**config.mk**
```make
export PLATFORM = sky130hd
export DESIGN_NAME = qam_p2s
export DESIGN_NICKNAME = d
export VERILOG_FILES = /design/src/rtl/qam_p2s.sv
export SDC_FILE = /design/constraint.sdc
export NUM_CORES = 1
export LEC_CHECK = 0
export BUFFER_PORTS_ARGS = -buffer_cell sky130_fd_sc_hd__buf_2
export CORE_ASPECT_RATIO = 0.6
export CORE_MARGIN = 3
export CORE_UTILIZATION = 40
export DETAILED_ROUTE_END_ITERATION = 6
export PLACE_DENSITY_LB_ADDON = 0.2
export REMOVE_ABC_BUFFERS = 1
export SLEW_MARGIN = 15
export SYNTH_ARGS = -nofsm -noshare
export SYNTH_HDL_FRONTEND = slang
export SYNTH_SLANG_ARGS = --single-unit
export TNS_END_PERCENT = 10
```
**constraint.sdc**
```tcl
create_clock -name clock -period 6.8 [get_ports clock]
set_input_delay 1.36 -clock clock [delete_from_list [all_inputs] [get_ports clock]]
set_output_delay 1.36 -clock clock [all_outputs]
set_load 0.05 [all_outputs]
```
**src/rtl/qam_p2s.sv**
```systemverilog
// Receive-side symbol FIFO and cos-then-sin bit serializer for the QAM/QPSK link.
// Optional differential decoding is enabled by defining QAM_P2S_DIFF_DECODE_EN.
module qam_p2s #(
  parameter int unsigned BIT_PERIOD = 4,
  parameter int unsigned FIFO_DEPTH = 4
) (
  input  logic clock,
  input  logic reset,
  input  logic sym_valid,
  input  logic elojel_cos,
  input  logic elojel_sin,
  output logic sym_ready,
  output logic adat_ki_S,
  output logic bit_valid,
  output logic busy,
  output logic overflow
);

  localparam int unsigned AW = $clog2(FIFO_DEPTH);
  localparam int unsigned CW = AW + 1;
  localparam logic [7:0]    DIV_MAX = 8'(BIT_PERIOD - 1);
  localparam logic [CW-1:0] CNT_FULL = CW'(FIFO_DEPTH);

  typedef enum logic [1:0] {IDLE, BIT0, BIT1} state_t;

  logic [1:0]    r_mem [FIFO_DEPTH];
  logic [AW-1:0] r_wr_ptr, r_rd_ptr;
  logic [CW-1:0] r_count;
  logic [7:0]    r_div;
  logic [1:0]    r_shift;
  logic          r_overflow;
  state_t        r_state, w_next_state;
  logic          w_full, w_empty, w_push, w_pop, w_reload;
  logic [1:0]    w_raw, w_pair;

  assign w_full  = (r_count == CNT_FULL);
  assign w_empty = (r_count == '0);
  // Full is judged on the registered count, so a same-edge pop never rescues a write.
  assign w_push  = sym_valid & ~w_full;
  assign w_raw   = r_mem[r_rd_ptr];

`ifdef QAM_P2S_DIFF_DECODE_EN
  logic [1:0] r_prev;
  assign w_pair = w_raw ^ r_prev;

  always_ff @(posedge clock or negedge reset) begin
    if (!reset)     r_prev <= '0;
    else if (w_pop) r_prev <= w_raw;
  end
`else
  assign w_pair = w_raw;
`endif

  always_ff @(posedge clock) begin
    if (w_push) r_mem[r_wr_ptr] <= {elojel_cos, elojel_sin};
  end

  always_ff @(posedge clock or negedge reset) begin
    if (!reset) begin
      r_wr_ptr   <= '0;
      r_rd_ptr   <= '0;
      r_count    <= '0;
      r_overflow <= 1'b0;
    end else begin
      if (w_push) r_wr_ptr <= r_wr_ptr + AW'(1);
      if (w_pop)  r_rd_ptr <= r_rd_ptr + AW'(1);
      if (w_push && !w_pop)      r_count <= r_count + CW'(1);
      else if (!w_push && w_pop) r_count <= r_count - CW'(1);
      if (sym_valid && w_full) r_overflow <= 1'b1;
    end
  end

  always_ff @(posedge clock or negedge reset) begin
    if (!reset) begin
      r_state <= IDLE;
      r_div   <= '0;
      r_shift <= '0;
    end else begin
      r_state <= w_next_state;
      if (w_pop) r_shift <= w_pair;
      if (w_reload)                         r_div <= DIV_MAX;
      else if (r_state != IDLE && r_div != '0) r_div <= r_div - 8'd1;
    end
  end

  always_comb begin
    w_next_state = r_state;
    w_pop        = 1'b0;
    w_reload     = 1'b0;
    case (r_state)
      IDLE: begin
        if (!w_empty) begin
          w_pop        = 1'b1;
          w_reload     = 1'b1;
          w_next_state = BIT0;
        end
      end
      BIT0: begin
        if (r_div == '0) begin
          w_reload     = 1'b1;
          w_next_state = BIT1;
        end
      end
      BIT1: begin
        if (r_div == '0) begin
          if (!w_empty) begin
            w_pop        = 1'b1;
            w_reload     = 1'b1;
            w_next_state = BIT0;
          end else begin
            w_next_state = IDLE;
          end
        end
      end
      default: w_next_state = IDLE;
    endcase
  end

  always_comb begin
    adat_ki_S = 1'b0;
    case (r_state)
      BIT0:    adat_ki_S = r_shift[1];
      BIT1:    adat_ki_S = r_shift[0];
      default: adat_ki_S = 1'b0;
    endcase
  end

  // The divider is reloaded on entry to every bit, so its top value marks the first cycle.
  assign busy      = (r_state != IDLE);
  assign bit_valid = busy && (r_div == DIV_MAX);
  assign sym_ready = ~w_full;
  assign overflow  = r_overflow;

endmodule

```
# [Word-level counts from Yosys, hierarchy flattened]
# Memories as Yosys holds them, arrays and structs flattened. A register that Yosys moved wholly into a read port is not among the register bits.
# Index checks and enable logic that the tools add are counted.
[word_totals] ram_bits=8 register_bits=18 memories=1 word_cells=54 input_bits=5 out_inout_bits=5
[classes] addsub=5 n_eq_ne=7 bitwise=2 n_reduce_logical=16 mux=17
[mem_list] name="r_mem" depth=4 width=2 rd=1 rd_ports_with_merged_regs=1 wr=1 line_no="26" source="logic [1:0] r_mem [FIFO_DEPTH];"
[ops] cell="$mux W8" n=2
[ops] cell="$eq A8 B2 Y1 const B" n=1
[ops] cell="$logic_not A8 Y1" n=1
[ops] cell="$reduce_bool A8 Y1" n=1
[ops] cell="$sub A8 B1 Y8 const B" n=1
[ops] cell="$mux W1" n=6
[ops] cell="$mux W2" n=3
[ops] cell="$mux W3" n=2
[ops] cell="$ne A2 B2 Y1 const B" n=3
[ops] cell="$pmux W2 S3" n=1
[ops] cell="$reduce_bool A2 Y1" n=3
[ops] cell="$logic_and A1 B1 Y1" n=5
[ops] cell="$add A2 B1 Y2 const B" n=2
[ops] cell="$pmux W1 S2" n=2
[ops] cell="$add A3 B1 Y3 const B" n=1
[ops] cell="$eq A3 B3 Y1 const B" n=1
[ops] cell="$logic_not A1 Y1" n=3
[ops] cell="$logic_not A3 Y1" n=1
[ops] cell="$pmux W1 S3" n=1
[ops] cell="$reduce_and A3 Y1" n=1
[ops] cell="$sub A3 B1 Y3 const B" n=1
[ops] cell="$eq A2 B1 Y1 const B" n=1
[ops] cell="$eq A2 B2 Y1 const B" n=1
[ops] cell="$logic_not A2 Y1" n=1
[ops] cell="other kinds (2)" n=2

# [Depth between registers and ports, before layout]
[depth] depth_word=7 depth_mapped=10 ltp_nobuf=10

# [Worst setup path after synthesis]
# OpenSTA, ideal clock, no wires.
[synth_timing] path_kind="register -> output" start="register r_state[0]" end="output bit_valid" path_stages_with_launch=5 t_required_ns=5.440 arrival_time_ns=1.690 path_slack_ns=3.750 n_path_buf=0 cell_sequence="dfrtp_1 -> inv_1 -> ha_1 -> inv_1 -> and4_1"
[synth_via] elab_chain_len=2
[synth_rtl] element="start: declaration" line_no="32" source="state_t r_state, w_next_state;"
[synth_rtl] element="start signal: assignment" line_no="79" source="r_state <= w_next_state;"
[synth_rtl] element="$reduce_bool A2 Y1" line_no="129" source="assign busy = (r_state != IDLE);"
[synth_rtl] element="named net busy" line_no="15" source="output logic busy,"
[synth_rtl] element="$logic_and A1 B1 Y1" line_no="130" source="assign bit_valid = busy && (r_div == DIV_MAX);"
[synth_rtl] element="end: declaration" line_no="14" source="output logic bit_valid,"
# The timed path passes the listed nets, and every way through them passes these cells.

# [Worst setup path after layout]
[layout_timing] start="register r_div[4]" end="output bit_valid"
[layout_via] elab_chain_len=2
[layout_rtl] element="start: declaration" line_no="29" source="logic [7:0] r_div;"
[layout_rtl] element="start signal: assignment" line_no="82" source="else if (r_state != IDLE && r_div != '0) r_div <= r_div - 8'd1;"
[layout_rtl] element="$eq A8 B2 Y1" line_no="130"
[layout_rtl] element="$logic_and A1 B1 Y1" line_no="130"
# No other way between the ends.

==> run_results.csv <==
group,metric,value,unit
global_route,track_usage,13.04,%
synth,synth_ff_type,"dfrtp_1",
final_layout,antenna_cells,0,
routing,ant_nets,0,
cts,cts_tree,"built",
cts,cts_buffers,3,
timing,slew_viol_final,0,
cts,htreeDepth,1,
cts,cts_buffer_depth,2,
power,ir_drop,201.8,uV
timing,tns,0,ns
power,total_power,0.0008514,W
worst_setup_path,crit_end,"bit_valid",
worst_setup_path,critical_path_class,"flip-flop to output pin",
routing,first_pass_iters,5,
timing,period_needed,3.120,ns
synth,synth.ff_latch_count,28,
timing,skew,0.002109,ns
final_layout,syn_to_final_growth,11.56,%
routing,vias,947,
final_layout,fillCellCount,308,
cts,post_cts_buffers,0,
final_layout,fin_util,48.19,%
timing,post-route-period-util,45.89,%
floorplanning,placementRows,16,
routing,drc,0,
synth,syn_avg_cell_area,12.08,sq um
floorplanning,die_x,84.04,um
routing,wl_per_cell,14.13,um
place,place_hpwl,1942,um
power,p_int,0.0004990,W
min_path,worstHoldPathType,"flip-flop to flip-flop",
worst_setup_path,r2r-end,"r_count[1]",
floorplanning,fp.dieH,52.82,um
timing,max_freq,320.5,MHz
synth,yosysTopAreaCell,"dfrtp_1",
global_route,grt_max_degree,21,
place,placed_area,1559,sq um
worst_setup_path,r2r_start,"r_div[4]",
final_layout,final_cell_mix,"dfrtp_1 (20), ha_1 (12), buf_2 (9)",
global_route,grt_pass1_vias,916,
routing,wirelength,2515,um
worst_setup_path,end_kind,"output pin",
floorplanning,core_area,3383,sq um
synth,synth_area,1461,sq um
synth,synth.distinct_cells,33,
timing,fin_ws,3.680,ns
synth,synth_edf_count,8,
final_layout,num-nets-final,152,
power,power_frac_seq,34.8,%
global_route,grt_overflow_total,0,
worst_setup_path,critPathLaunchType,"flip-flop",
job,maxCapViolations,0,
power,combinationalPowerShare,49.8,%
worst_setup_path,crit_fanout,7,
power,sw_frac_of_total,41.39,%
global_route,grt_pass1_wl,4422,um
synth,yosysSeqAreaShare,50.68,%
power,p_leak,0.7105,nW
power,power.switching,0.0003524,W
floorplanning,ios,10,
worst_setup_path,critPathRequiredTime,5.44,ns
cts,insertion_delay,0.28,ns
worst_setup_path,crit_arrival,1.76,ns
timing,rsz0062_at_grt,"false",
final_layout,drive_gt1_share,19.55,%
power,power_density,522.2,nW/um^2
final_layout,final_common_cell,"dfrtp_1",
cts,root_buffer,"clkbuf_8",
worst_setup_path,r2r_slack,4.33,ns
cts,cts.repair.resized,0,
global_route,antenna_found_initial,0,
final_layout,final_area,1630,sq um
synth,synth_top_area_share,34.25,%
timing,finalHoldViolCount,0,
place,gp_congestion,0.7424,
cts,cts_sinks,28,
synth,yosysWarnings,0,
synth,synthTopCellsByArea,"dfrtp_1 (34%), edfxtp_1 (16%), ha_1 (10%)",
cts,cts_hold_buffers,0,
cts,clk_pin_slew_worst_paths,0.09,ns
place,port_buffers,9,
floorplanning,dieArea,4439,sq um
synth,async_reset_ff_share,71.43,%
place,dp_slack,3.961,ns
timing,worst_pin_slew,0.5077,ns
status,status,"completed",
worst_setup_path,rr_worst_depth,7,
timing,setup_viol,0,
worst_setup_path,cp-startpoint,"r_div[4]",
synth,synth_cells,121,
timing,max_slew_margin,65.87,%
floorplanning,initial_core_util,43.20,%
routing,drt-initial-drc-count,31,
power,p_clk_share,15.4,%
routing,via_per_inst,5.320,
## per-stage QoR
step	hold slack [ns]	std cells
floorplan	0.4756	120
global placement	0.4750	174
detailed placement	0.4687	174
CTS	0.4916	178
global route	0.5100	178
finish	0.4859	178
## layout make-up
cell class / instances / area, sq um / area share (%)
flip-flops and latches: 28 / 740.7 / 45.43
multi-input cells: 84 / 686.9 / 42.13
well taps: 45 / 56.30 / 3.454
repair buffers: 9 / 45.04 / 2.763
clock buffers: 3 / 41.29 / 2.533
clock inverters: 1 / 30.03 / 1.842
inverters: 8 / 30.03 / 1.842
## state kept, by name, indices dropped and copies added (netlist names)
name / count
r_rd_ptr: 2
r_state: 2
overflow: 1
r_count: 3
r_div: 8
r_mem: 8
r_shift: 2
r_wr_ptr: 2
## synth_stat cells (3+ instances only)
cell / instances
edfxtp_1: 8
ha_1: 12
o21ai_0: 4
inv_1: 8
a21oi_1: 8
nand2_1: 5
and3_1: 5
or3_1: 5
nand3_1: 4
dfrtp_1: 20
mux2_2: 5
xnor2_1: 4
nor3_1: 3
nor2_1: 7
## power groups by stage
stage	registers [W]	logic (W)	clock network, W
final	0.000296	0.000424	0.000131
after global routing	0.000306	0.000477	0.000143
after CTS	0.000297	0.000429	0.000136
after detailed placement	0.000301	0.000426	0
after global placement	0.000299	0.000413	0
after floorplan	0.000295	0.000336	0
## routing by layer
metal | part of all wire, % | GRT usage (%)
met5 | 0 | 0
met4 | 0.87 | 3.209
met3 | 4.6 | 4.710
met2 | 39 | 18.19
met1 | 55 | 18.96
## worst min-delay path by stage
stage | to | depth (start not counted) | slack, ns | from
floorplan | r_count[2] | 1 | 0.48 | r_count[2]
global placement | overflow | 1 | 0.47 | overflow
detailed placement | overflow | 1 | 0.47 | overflow
CTS | overflow | 1 | 0.49 | overflow
global route | overflow | 1 | 0.51 | overflow
finish | overflow | 1 | 0.49 | overflow
## critical path, stage by stage, from the launching register on
cell and delay, ns:
dfrtp_1 0.45, nor4_2 0.51, and4_1 0.26, buf_2 0.26
## kinds of logic after synthesis
kind of cell,synth area share (%)
buffers and inverters,2.311
adder cells (fa/ha/maj),11.64
AND/OR/NAND/NOR,15.50
multiplexers,7.619
flip-flops,50.68
AO/OA/AOI/OAI,8.648
XOR/XNOR,3.596
(Power assumes the default switching activity.)
